[config.mk]
export PLATFORM = sky130hd
export DESIGN_NAME = ds2_c64_joy_mapper_flat
export DESIGN_NICKNAME = d
export VERILOG_FILES = /design/src/rtl/ds2_c64_joy_mapper_if.sv /design/src/rtl/ds2_c64_joy_mapper.sv /design/src/flat_wrapper.sv
export SDC_FILE = /design/constraint.sdc
export NUM_CORES = 1
export LEC_CHECK = 0
export CORE_ASPECT_RATIO = 0.75
export CORE_MARGIN = 4
export CORE_UTILIZATION = 46
export CTS_BUF_LIST = sky130_fd_sc_hd__clkbuf_2 sky130_fd_sc_hd__clkbuf_4 sky130_fd_sc_hd__clkbuf_8
export DETAILED_ROUTE_END_ITERATION = 8
export PLACE_DENSITY = 0.95
export REMOVE_ABC_BUFFERS = 1
export SLEW_MARGIN = 25
export SYNTH_ARGS = -nofsm -noshare
export SYNTH_HDL_FRONTEND = slang
export SYNTH_SLANG_ARGS = --single-unit
export TNS_END_PERCENT = 1
[constraint.sdc]
create_clock -name clk -period 4.2 [get_ports clk]
set_input_delay 0.84 -clock clk [delete_from_list [all_inputs] [get_ports clk]]
set_output_delay 0.84 -clock clk [all_outputs]
set_load 0.05 [all_outputs]
[src/rtl/ds2_c64_joy_mapper_if.sv]
// Controller-to-C64 signal bundle: receiver-side levels in, control-port and
// paddle signals out. The mapper sits on the slave side.
interface ds2_c64_joy_mapper_if;
   logic       vsync;
   logic [7:0] stick_lx;
   logic [7:0] stick_ly;
   logic [7:0] stick_rx;
   logic [7:0] stick_ry;
   logic       key_up;
   logic       key_down;
   logic       key_left;
   logic       key_right;
   logic       key_cross;
   logic       key_square;
   logic       key_r1;
   logic       key_select;
   logic [4:0] joy1;
   logic [4:0] joy2;
   logic [7:0] pot_x;
   logic [7:0] pot_y;
   logic       port_sel;
   logic       autofire_en;

   modport master (
      output vsync, stick_lx, stick_ly, stick_rx, stick_ry,
      output key_up, key_down, key_left, key_right,
      output key_cross, key_square, key_r1, key_select,
      input  joy1, joy2, pot_x, pot_y, port_sel, autofire_en
   );

   modport slave (
      input  vsync, stick_lx, stick_ly, stick_rx, stick_ry,
      input  key_up, key_down, key_left, key_right,
      input  key_cross, key_square, key_r1, key_select,
      output joy1, joy2, pot_x, pot_y, port_sel, autofire_en
   );
endinterface

[src/rtl/ds2_c64_joy_mapper.sv]
// DualShock2 to C64 control-port mapper. Once per video frame (vsync rising
// edge) the left stick is digitised with hysteresis, merged with the d-pad,
// fire/autofire is resolved, and the result is routed to joy1 or joy2.
// The right stick is passed through as the two paddle bytes.
module ds2_c64_joy_mapper #(
   parameter logic [7:0] DEAD_LO   = 8'd64,
   parameter logic [7:0] DEAD_HI   = 8'd192,
   parameter logic [7:0] HYST      = 8'd16,
   parameter int         AF_FRAMES = 4
) (
   input  logic                    clk,
   input  logic                    rst,
   ds2_c64_joy_mapper_if.slave     bus
);

   typedef enum logic [1:0] {
      AX_CENTER = 2'd0,
      AX_NEG    = 2'd1,
      AX_POS    = 2'd2
   } axis_t;

   // Thresholds widened to 9 bits so the hysteresis offsets cannot wrap.
   localparam logic [8:0] LO9     = {1'b0, DEAD_LO};
   localparam logic [8:0] HI9     = {1'b0, DEAD_HI};
   localparam logic [8:0] REL_LO9 = LO9 + {1'b0, HYST};
   localparam logic [8:0] REL_HI9 = HI9 - {1'b0, HYST};
   localparam logic [7:0] AF_LAST = 8'(AF_FRAMES - 1);

   function automatic axis_t axis_next(input axis_t s, input logic [7:0] v);
      logic [8:0] v9;
      axis_t      n;
      v9 = {1'b0, v};
      n  = s;
      case (s)
         AX_CENTER: begin
            if (v9 < LO9)       n = AX_NEG;
            else if (v9 > HI9)  n = AX_POS;
         end
         AX_NEG: begin
            if (v9 > HI9)           n = AX_POS;
            else if (v9 >= REL_LO9) n = AX_CENTER;
         end
         AX_POS: begin
            if (v9 < LO9)           n = AX_NEG;
            else if (v9 <= REL_HI9) n = AX_CENTER;
         end
         default: n = AX_CENTER;
      endcase
      return n;
   endfunction

   axis_t      ax_q, ax_d;
   axis_t      ay_q, ay_d;
   logic       vsync_q;
   logic       r1_prev_q, r1_prev_d;
   logic       sel_prev_q, sel_prev_d;
   logic       af_en_q, af_en_d;
   logic       port_sel_q, port_sel_d;
   logic [7:0] af_cnt_q, af_cnt_d;
   logic       af_phase_q, af_phase_d;
   logic [4:0] joy1_q, joy1_d;
   logic [4:0] joy2_q, joy2_d;
   logic [7:0] pot_x_q, pot_x_d;
   logic [7:0] pot_y_q, pot_y_d;

   logic       tick;
   logic       up, down, left, right;
   logic       af_active, fire;
   logic [4:0] vec;
   axis_t      ax_n, ay_n;
   logic       en_n, sel_n;

   // Frame tick and all next-state/output decisions for that tick.
   always_comb begin
      ax_d        = ax_q;
      ay_d        = ay_q;
      r1_prev_d   = r1_prev_q;
      sel_prev_d  = sel_prev_q;
      af_en_d     = af_en_q;
      port_sel_d  = port_sel_q;
      af_cnt_d    = af_cnt_q;
      af_phase_d  = af_phase_q;
      joy1_d      = joy1_q;
      joy2_d      = joy2_q;
      pot_x_d     = pot_x_q;
      pot_y_d     = pot_y_q;

      tick  = bus.vsync & ~vsync_q;
      ax_n  = axis_next(ax_q, bus.stick_lx);
      ay_n  = axis_next(ay_q, bus.stick_ly);
      en_n  = af_en_q    ^ (bus.key_r1     & ~r1_prev_q);
      sel_n = port_sel_q ^ (bus.key_select & ~sel_prev_q);

      up    = bus.key_up    | (ay_n == AX_NEG);
      down  = bus.key_down  | (ay_n == AX_POS);
      left  = bus.key_left  | (ax_n == AX_NEG);
      right = bus.key_right | (ax_n == AX_POS);

      // Opposing directions cancel rather than pick a winner.
      af_active = en_n & bus.key_square;
      fire      = bus.key_cross | (af_active & af_phase_q);
      vec       = ~{fire, right & ~left, left & ~right, down & ~up, up & ~down};

      if (tick) begin
         ax_d       = ax_n;
         ay_d       = ay_n;
         r1_prev_d  = bus.key_r1;
         sel_prev_d = bus.key_select;
         af_en_d    = en_n;
         port_sel_d = sel_n;
         if (af_active) begin
            if (af_cnt_q == AF_LAST) begin
               af_cnt_d   = 8'd0;
               af_phase_d = ~af_phase_q;
            end else begin
               af_cnt_d   = af_cnt_q + 8'd1;
            end
         end else begin
            af_cnt_d   = 8'd0;
            af_phase_d = 1'b1;
         end
         joy1_d  = sel_n ? vec : 5'h1F;
         joy2_d  = sel_n ? 5'h1F : vec;
         pot_x_d = bus.stick_rx;
         pot_y_d = bus.stick_ry;
      end
   end

   // State and output registers; vsync is sampled every clock for edge detection.
   always_ff @(posedge clk) begin
      if (rst) begin
         vsync_q    <= 1'b0;
         ax_q       <= AX_CENTER;
         ay_q       <= AX_CENTER;
         r1_prev_q  <= 1'b0;
         sel_prev_q <= 1'b0;
         af_en_q    <= 1'b0;
         port_sel_q <= 1'b0;
         af_cnt_q   <= 8'd0;
         af_phase_q <= 1'b1;
         joy1_q     <= 5'h1F;
         joy2_q     <= 5'h1F;
         pot_x_q    <= 8'h80;
         pot_y_q    <= 8'h80;
      end else begin
         vsync_q    <= bus.vsync;
         ax_q       <= ax_d;
         ay_q       <= ay_d;
         r1_prev_q  <= r1_prev_d;
         sel_prev_q <= sel_prev_d;
         af_en_q    <= af_en_d;
         port_sel_q <= port_sel_d;
         af_cnt_q   <= af_cnt_d;
         af_phase_q <= af_phase_d;
         joy1_q     <= joy1_d;
         joy2_q     <= joy2_d;
         pot_x_q    <= pot_x_d;
         pot_y_q    <= pot_y_d;
      end
   end

   assign bus.joy1        = joy1_q;
   assign bus.joy2        = joy2_q;
   assign bus.pot_x       = pot_x_q;
   assign bus.pot_y       = pot_y_q;
   assign bus.port_sel    = port_sel_q;
   assign bus.autofire_en = af_en_q;

endmodule

[src/flat_wrapper.sv]
// flat-port wrapper written by rule: the top's interface ports become plain ports
module ds2_c64_joy_mapper_flat 
#(
   parameter logic [7:0] DEAD_LO   = 8'd64,
   parameter logic [7:0] DEAD_HI   = 8'd192,
   parameter logic [7:0] HYST      = 8'd16,
   parameter int         AF_FRAMES = 4
)
  (clk, rst, bus_vsync, bus_stick_lx, bus_stick_ly, bus_stick_rx, bus_stick_ry, bus_key_up, bus_key_down, bus_key_left, bus_key_right, bus_key_cross, bus_key_square, bus_key_r1, bus_key_select, bus_joy1, bus_joy2, bus_pot_x, bus_pot_y, bus_port_sel, bus_autofire_en);
  ds2_c64_joy_mapper_if bus_i ();
  input  logic clk;
  input  logic rst;
  input wire logic [$bits(bus_i.vsync)-1:0] bus_vsync;
  input wire logic [$bits(bus_i.stick_lx)-1:0] bus_stick_lx;
  input wire logic [$bits(bus_i.stick_ly)-1:0] bus_stick_ly;
  input wire logic [$bits(bus_i.stick_rx)-1:0] bus_stick_rx;
  input wire logic [$bits(bus_i.stick_ry)-1:0] bus_stick_ry;
  input wire logic [$bits(bus_i.key_up)-1:0] bus_key_up;
  input wire logic [$bits(bus_i.key_down)-1:0] bus_key_down;
  input wire logic [$bits(bus_i.key_left)-1:0] bus_key_left;
  input wire logic [$bits(bus_i.key_right)-1:0] bus_key_right;
  input wire logic [$bits(bus_i.key_cross)-1:0] bus_key_cross;
  input wire logic [$bits(bus_i.key_square)-1:0] bus_key_square;
  input wire logic [$bits(bus_i.key_r1)-1:0] bus_key_r1;
  input wire logic [$bits(bus_i.key_select)-1:0] bus_key_select;
  output wire logic [$bits(bus_i.joy1)-1:0] bus_joy1;
  output wire logic [$bits(bus_i.joy2)-1:0] bus_joy2;
  output wire logic [$bits(bus_i.pot_x)-1:0] bus_pot_x;
  output wire logic [$bits(bus_i.pot_y)-1:0] bus_pot_y;
  output wire logic [$bits(bus_i.port_sel)-1:0] bus_port_sel;
  output wire logic [$bits(bus_i.autofire_en)-1:0] bus_autofire_en;
  assign bus_i.vsync = bus_vsync;
  assign bus_i.stick_lx = bus_stick_lx;
  assign bus_i.stick_ly = bus_stick_ly;
  assign bus_i.stick_rx = bus_stick_rx;
  assign bus_i.stick_ry = bus_stick_ry;
  assign bus_i.key_up = bus_key_up;
  assign bus_i.key_down = bus_key_down;
  assign bus_i.key_left = bus_key_left;
  assign bus_i.key_right = bus_key_right;
  assign bus_i.key_cross = bus_key_cross;
  assign bus_i.key_square = bus_key_square;
  assign bus_i.key_r1 = bus_key_r1;
  assign bus_i.key_select = bus_key_select;
  assign bus_joy1 = bus_i.joy1;
  assign bus_joy2 = bus_i.joy2;
  assign bus_pot_x = bus_i.pot_x;
  assign bus_pot_y = bus_i.pot_y;
  assign bus_port_sel = bus_i.port_sel;
  assign bus_autofire_en = bus_i.autofire_en;
  ds2_c64_joy_mapper #(.DEAD_LO(DEAD_LO), .DEAD_HI(DEAD_HI), .HYST(HYST), .AF_FRAMES(AF_FRAMES)) u_core (.clk(clk), .rst(rst), .bus(bus_i));
endmodule
==> run metrics, run 1 <==
register clock-pin slew on the reported worst setup and hold paths 80 ps; gr busiest metal met2; Hold Vio Cnt, Final 0; post-synth top area share 0.471; top cells by count, synth nand2_1 (48), dfxtp_1 (44), a21oi_1 (27); minimum clock period 2390 ps; GP Congestion 0.791; Worst-Margin Slew 639 ps; Pwr Density 342 nW/um^2; DP HPWL 3510 um; vias 1846; Seq/Total Area, Yosys 0.471; post-DR wirelength/cell 13.8 um; Max Slew Vio Count 0; beginning of the worst hold path u_core.bus.pot_x[3]; most common cell in the synthesized netlist nand2_1; hold bufs inserted after CTS 0; Bufs on Longest Clock Path 2; Buf/Inv on CP 1; Required @ worst endpoint 3360 ps; via-per-instance ratio 5.23; Post-synth ARST share 0; hold crit path type flip-flop to flip-flop; Worst R2R Path Depth 6; Arr. time, crit path 1550 ps; ant diodes 0; Synth area leader dfxtp_1; Cells after Synth 232; EDFF count, synth 0; VDD IR max 0.238 mV; clk_skew 8.56 ps; M1 GR Usage 0.250; placed cell count 345; Critical Path Max Stage Delay 840 ps; number of synthesized register bits 44; Num Clock Sinks 44; CTS tree done; Setup TNS Final 0 ps; Clock Latency Late Sink 300 ps; Die X 81.7 um; cts bufs inserted 5; CP startpoint kind flip-flop; vias in the first global route 1804; RR Endpoint u_core.af_cnt_q[4]; unrepaired setup endpoints after global routing no; initial antenna violation count 0; WHS 458 ps; Max Cap Viol 0; area grow syn2layout 44.8%; post-route ant nets 0; Nets 344; slowest stage cell, crit path clkdlybuf4s50_1; Top Ports 71; Reg2Reg Launch Point u_core.af_cnt_q[0]; Core Area 3780 sq um; CTS H-tree depth 2; WHS Endpoint u_core.bus.pot_x[3]; Synth Warn # 0; reg2reg setup slack 2490 ps; Finished Layout Cells 353; worst hold path depth 2; Synth area leaders dfxtp_1 (47%), nand2_1 (9.6%), a21oi_1 (7.2%); Global Route Usage Sum 0.198; Peak Freq 0.418 GHz; outcome complete, no violations; CP Cell Sequence clkdlybuf4s50_1; Crit path max-delay family buffers and inverters; first-pass GRT wire length 8120 um; final setup vio count 0; Netlist cell types 40; total congestion overflow 0; DRC 0; drt first pass iters 4; root buffer cell clkbuf_8; Die ar. 5160 sq um; final WL 4870 um; Synth Cell Area 1870 sq um; Setup Buffers After CTS 0; WS Path Type flip-flop to output pin; IO Port Bufs 70; met3 Use GR 0.0641; Final period util 0.569; initial core utilization 0.495; Leak 0.00100 uW; DIE HEIGHT 63.2 um; crit-path max FO 4; syn_area_per_cell 8.07 sq um; global routing usage on met2 0.309; Slew HR 0.571; CP Capture Type output pin; share of cells above drive strength 1 0.0664; largest net degree at the start of global routing 37; top_reg_cell synth dfxtp_1; CTS resizes 0; cell row count 19; number of fill cells 293; Initial DRC Count 82
==> placed cells by master (no fill, tap or decap), types with 5 or more instances in the layout <==
| cell type | netlist | routed |
|---|---|---|
| nand3_1 | 6 | 6 |
| nor2_1 | 22 | 22 |
| clkbuf_8 | 0 | 6 |
| a31oi_1 | 7 | 7 |
| xor2_1 | 7 | 7 |
| dfxtp_1 | 44 | 44 |
| nand2_1 | 48 | 48 |
| nor3_1 | 11 | 11 |
| o21ai_0 | 5 | 5 |
| a21oi_1 | 27 | 27 |
| clkdlybuf4s50_1 | 0 | 70 |
==> cell type report <==
type / instances / area, sq um / area share
clock inverters: 2 / 15.0 / 0.00554
repair buffers: 73 / 723 / 0.267
clock buffers: 6 / 82.6 / 0.0305
flip-flops and latches: 44 / 881 / 0.325
multi-input cells: 173 / 932 / 0.344
inverters: 3 / 11.3 / 0.00416
well taps: 52 / 65.1 / 0.0240
==> metal layers <==
layer	wire, um	up-vias
met5	0	-
met4	100	0
met3	426	12
met2	2310	62
met1	2040	843
li1	-	929
==> report_power, final <==
group | switching [uW] | internal (uW) | leakage (uW)
Clock | 150 | 133 | 0.0000434
Combinational | 112 | 85.5 | 0.000601
Sequential | 12.4 | 435 | 0.000360
Total | 274 | 654 | 0.00100
==> cells by family after synthesis <==
kind of cell | synth area share
AO/OA/AOI/OAI | 0.150
flip-flops | 0.471
adder cells (fa/ha/maj) | 0.00668
buffers and inverters | 0.0328
XOR/XNOR | 0.0508
AND/OR/NAND/NOR | 0.289
==> registers in the layout (all words and copies together), names as in the netlist <==
name / flops
u_core.bus.port_sel: 1
u_core.sel_prev_q: 1
u_core.bus.autofire_en: 1
u_core.ax_q: 2
u_core.af_phase_q: 1
u_core.vsync_q: 1
u_core.af_cnt_q: 8
u_core.bus.pot_y: 8
u_core.r1_prev_q: 1
u_core.bus.joy1: 5
u_core.bus.joy2: 5
u_core.ay_q: 2
u_core.bus.pot_x: 8
==> per-stage QoR <==
| step | setup slack (ps) | utilization | power, uW | area (sq um) |
|---|---|---|---|---|
| 5_1_grt | 1700 | 0.717 | 965 | 2710 |
| 4_1_cts | 1800 | 0.717 | 935 | 2710 |
| 3_3_place_gp | 1590 | 0.691 | 649 | 2610 |
| 6_report | 1810 | 0.717 | 928 | 2710 |
| 3_5_place_dp | 1510 | 0.691 | 654 | 2610 |
| 2_1_floorplan | 1280 | - | 561 | 1820 |
==> worst max-delay path by stage <==
stage | startpoint | end | slack [ps] | depth (start not counted)
floorplan | bus_vsync | u_core.af_cnt_q[5] | 1280 | 5
global placement | bus_vsync | u_core.bus.port_sel | 1590 | 6
detailed placement | bus_vsync | u_core.bus.port_sel | 1510 | 6
CTS | u_core.bus.autofire_en | bus_autofire_en | 1800 | 1
global route | bus_vsync | u_core.ax_q[1] | 1700 | 6
finish | u_core.bus.autofire_en | bus_autofire_en | 1810 | 1
Note: power is estimated with default switching activity, not from simulation.
==> inputs of run 2 (changes only) <==
CORE_UTILIZATION = 45   (was 46)
PLACE_DENSITY = 0.94   (was 0.95)
clock period = 2.23 ns   (was 4.2 ns; I/O delays follow)
==> run 2 against run 1 <==
  * Combinational power rose by 91%
  * Critical path depth did not move
  * Cell count is 2.3% higher
  * Clock-buffer cell count decreased by 1
  * Design area increased by 2.0%
  * Sequential power rose by 88%
  * Critical endpoint unchanged
  * Clock skew shrank 2.2 ps
  * Clock power increased by 110%
  * Highest routed layer unchanged
==> run metrics, run 2 (synthesis gave the netlist of run 1 again) <==
outcome complete, no violations; WS Path Type flip-flop to output pin; hold bufs inserted after CTS 0; DIE HEIGHT 63.9 um; DRC 0; pre-CTS setup slack 89.2 ps; Hold Vio Cnt, Final 0; commonest non-fill, non-tap cell in the layout clkdlybuf4s50_1; vias in the first global route 1777; root buffer cell clkbuf_8; Initial DRC Count 84; final setup vio count 0; initial antenna violation count 0; total congestion overflow 0; Setup Buffers After CTS 0; WHS 457 ps; CTS tree done; Arr. time, crit path 1540 ps; CTS resizes 0; CP Cell Sequence clkdlybuf4s50_1; Final WS setup 248 ps; clk_skew 6.39 ps; crit-path max FO 4; beginning of the worst hold path u_core.bus.pot_x[0]; via-per-instance ratio 5.04; crit path from u_core.bus.autofire_en; WHS Endpoint u_core.bus.pot_x[0]; VDD IR max 0.498 mV; Die ar. 5270 sq um; Slew HR 0.654; reg2reg setup slack 470 ps; Buf/Inv on CP 1; CP startpoint kind flip-flop; minimum clock period 1980 ps; Core Area 4030 sq um; Required @ worst endpoint 1780 ps; Critical Path Max Stage Delay 840 ps; share of cells above drive strength 1 0.0817; DP HPWL 3580 um; Max Slew Vio Count 0; Max Cap Viol 0; unrepaired setup endpoints after global routing no; register clock-pin slew on the reported worst setup and hold paths 80 ps; Bufs on Longest Clock Path 2; Top Ports 71; Setup TNS Final 0 ps; worst hold path depth 2; Leak 0.00104 uW; area grow syn2layout 47.7%; M1 GR Usage 0.233; post-route ant nets 0; drt first pass iters 4; final WL 4750 um; ant diodes 0; Final period util 0.889; slowest stage cell, crit path clkdlybuf4s50_1; CP Capture Type output pin; Worst-Margin Slew 517 ps; post-DR wirelength/cell 13.2 um; met3 Use GR 0.0817; Pwr Density 658 nW/um^2; global routing usage on met2 0.308; RR Endpoint u_core.af_cnt_q[3]; first-pass GRT wire length 7890 um; Worst R2R Path Depth 6; gr busiest metal met2; most frequent cells in the layout clkdlybuf4s50_1 (70), nand2_1 (48), dfxtp_1 (44); Peak Freq 0.504 GHz; Nets 349; Reg2Reg Launch Point u_core.af_cnt_q[0]; largest net degree at the start of global routing 24; Global Route Usage Sum 0.191; number of fill cells 329; Num Clock Sinks 44; CTS H-tree depth 2; Final Util 0.686; Die X 82.5 um; IO Port Bufs 70; cts bufs inserted 5; initial core utilization 0.465; Clock Latency Late Sink 290 ps; GP Congestion 0.816; vias 1821; hold crit path type flip-flop to flip-flop; Crit path max-delay family buffers and inverters; cell row count 20
run 2: cell count changes in the layout (fill, tap and decap cells not counted), sizes merged:
cell	delta
clkinv	+1
clkinvlp	-1
bufinv	+1
buf	+5
clkbuf	-1
run 2: how the worst max path moves through the flow:
stage / cells past startpoint / slack (ps) / to
finish: 1 / 250 / bus_autofire_en
global route: 1 / 190 / bus_autofire_en
CTS: 1 / 230 / bus_autofire_en
detailed placement: 6 / 90 / u_core.bus.joy2[2]
global placement: 6 / 220 / u_core.bus.joy2[2]
floorplan: 5 / -300 / u_core.af_cnt_q[5]
run 2: area by class of cell:
class	instances	area (sq um)	share of cell area
Clock buffer	5	68.8	0.0249
Multi-Input combinational cell	173	932	0.337
Tap cell	55	68.8	0.0249
Inverter	3	11.3	0.00407
Timing Repair Buffer	78	761	0.275
Clock inverter	3	42.5	0.0154
Sequential cell	44	881	0.319
run 2: worst reg2reg max path, delay by kind of cell, from the launching register on:
kind,cells,cell delay (ps)
compound gates,1,230
fa+ha+maj,1,280
flops,1,440
simple gates,4,720
run 2: metrics by stage:
step                instances  total power, uW  instance area [sq um]
floorplan                 220             1060                   1820
global placement          353             1230                   2650
detailed placement        353             1240                   2650
CTS                       361             1840                   2770
global route              361             1900                   2770
finish                    361             1820                   2770
run 2: layer usage:
metal  vias to the layer above  share of wire
li1                        933              -
met1                       833           0.44
met2                        51           0.47
met3                         4          0.078
met4                         0         0.0093
met5                         -              0
run 2: power by group:
group | internal (uW) | leakage, uW | switching (uW) | total (uW)
Sequential | 820 | 0.000360 | 23.1 | 843
Clock | 331 | 0.0000541 | 266 | 597
Combinational | 167 | 0.000626 | 211 | 378
==> inputs of run 3 (changes only) <==
MAX_ROUTING_LAYER = met4   (was unset)
==> run 3 against run 2 <==
  * Sequential power barely moved
  * Sequential share of layout area rose by 0.35 points
  * Global-route usage barely moved
  * Flip-flop and latch count did not move
  * Register-to-register slack improved by 60 ps
  * Combinational power barely moved
  * Clock-buffer cell count did not move
  * Worst hold slack improved by 2.7 ps
  * Clock skew fell by 3.4 ps
  * Design area fell by 1.1%
  * Clock power fell by 22%
  * Largest cell class unchanged
  * Largest power group unchanged
==> run metrics, run 3 (synthesis gave the netlist of run 1 again) <==
outcome complete, no violations; Peak Freq 0.504 GHz; crit-path max FO 4; final WL 4670 um; area of the multi-input gates 932 sq um; IO Port Bufs 70; hold bufs inserted after CTS 0; Worst-Margin Slew 512 ps; number of fill cells 319; DIE HEIGHT 63.9 um; Initial DRC Count 82; Required @ worst endpoint 1780 ps; Final Util 0.679; Critical Path Max Stage Delay 840 ps; Worst R2R Path Depth 6; worst hold path depth 2; commonest non-fill, non-tap cell in the layout clkdlybuf4s50_1; Max Cap Viol 0; Num Clock Sinks 44; share of cells above drive strength 1 0.0787; Arr. time, crit path 1540 ps; slowest stage cell, crit path clkdlybuf4s50_1; WHS 459 ps; Final WS setup 247 ps; initial core utilization 0.465; Die ar. 5270 sq um; Clock Latency Late Sink 290 ps; unrepaired setup endpoints after global routing no; WS Path Type flip-flop to output pin; final setup vio count 0; vias 1854; pre-CTS setup slack 159 ps; Max Slew Vio Count 0; CTS H-tree depth 2; Hold Vio Cnt, Final 0; VDD IR max 0.410 mV; Final period util 0.889; GP Congestion 0.900; DP HPWL 3580 um; ant diodes 0; Slew HR 0.657; Bufs on Longest Clock Path 2; root buffer cell clkbuf_8; Setup TNS Final 0 ps; largest net degree at the start of global routing 27; Leak 0.00103 uW; register clock-pin slew on the reported worst setup and hold paths 80 ps; post-DR wirelength/cell 13.0 um; first-pass GRT wire length 7730 um; CTS resizes 0; placed cell count 353; Die X 82.5 um; drt first pass iters 4; cts bufs inserted 5; Pwr Density 616 nW/um^2; total congestion overflow 0; minimum clock period 1980 ps; CP Capture Type output pin; CTS tree done; critical path depth 1; post-route ant nets 0; clk_skew 2.94 ps; Finished Layout Cells 360; initial antenna violation count 0; Setup Buffers After CTS 0; CP Cell Sequence clkdlybuf4s50_1; Top Ports 71; Nets 349; CP startpoint kind flip-flop; cell row count 20; Crit path max-delay family buffers and inverters; hold crit path type flip-flop to flip-flop; Global Route Usage Sum 0.191; vias in the first global route 1784; Core Area 4030 sq um; Buf/Inv on CP 1; most frequent cells in the layout clkdlybuf4s50_1 (70), nand2_1 (48), dfxtp_1 (44); DRC 0; register area 881 sq um; via-per-instance ratio 5.15; area grow syn2layout 46.1%
-- run 3: changes by cell type in the layout (fill, tap and decap cells not counted) --
cell       change
bufinv_16      -1
-- run 3: routing by layer --
layer / up-vias / track usage / wire (um)
met5: - / - / 0
met1: 869 / 0.236 / 2180
met4: 0 / 0.0643 / 55
met3: 7 / 0.0479 / 243
li1: 935 / - / -
met2: 43 / 0.302 / 2190
-- run 3: metrics by stage --
stage | area [sq um] | total power (uW)
finish | 2740 | 1690
floorplan | 1820 | 1060
global placement | 2650 | 1230
CTS | 2740 | 1700
global route | 2740 | 1760
detailed placement | 2650 | 1240
-- run 3: cell type report --
class	count	share of cell area
Tap cell	55	0.0252
Inverter	3	0.00412
Clock inverter	2	0.00457
Timing Repair Buffer	78	0.278
Sequential cell	44	0.322
Multi-Input combinational cell	173	0.341
Clock buffer	5	0.0252
-- run 3: path summary, 6_finish.rpt --
kind	from	to	slack, ps
setup / recovery	u_core.bus.autofire_en	bus_autofire_en	250
hold reg to reg	u_core.r1_prev_q	u_core.r1_prev_q	460
setup reg to reg	u_core.af_cnt_q[1]	u_core.af_cnt_q[7]	530
hold / removal	u_core.r1_prev_q	u_core.r1_prev_q	460
-- run 3: power by group --
group / total [uW] / switching (uW) / leakage (uW) / internal, uW
sequential: 843 / 22.8 / 0.000360 / 820
clock: 464 / 252 / 0.0000400 / 212
combinational: 378 / 211 / 0.000626 / 167
total: 1690 / 486 / 0.00103 / 1200
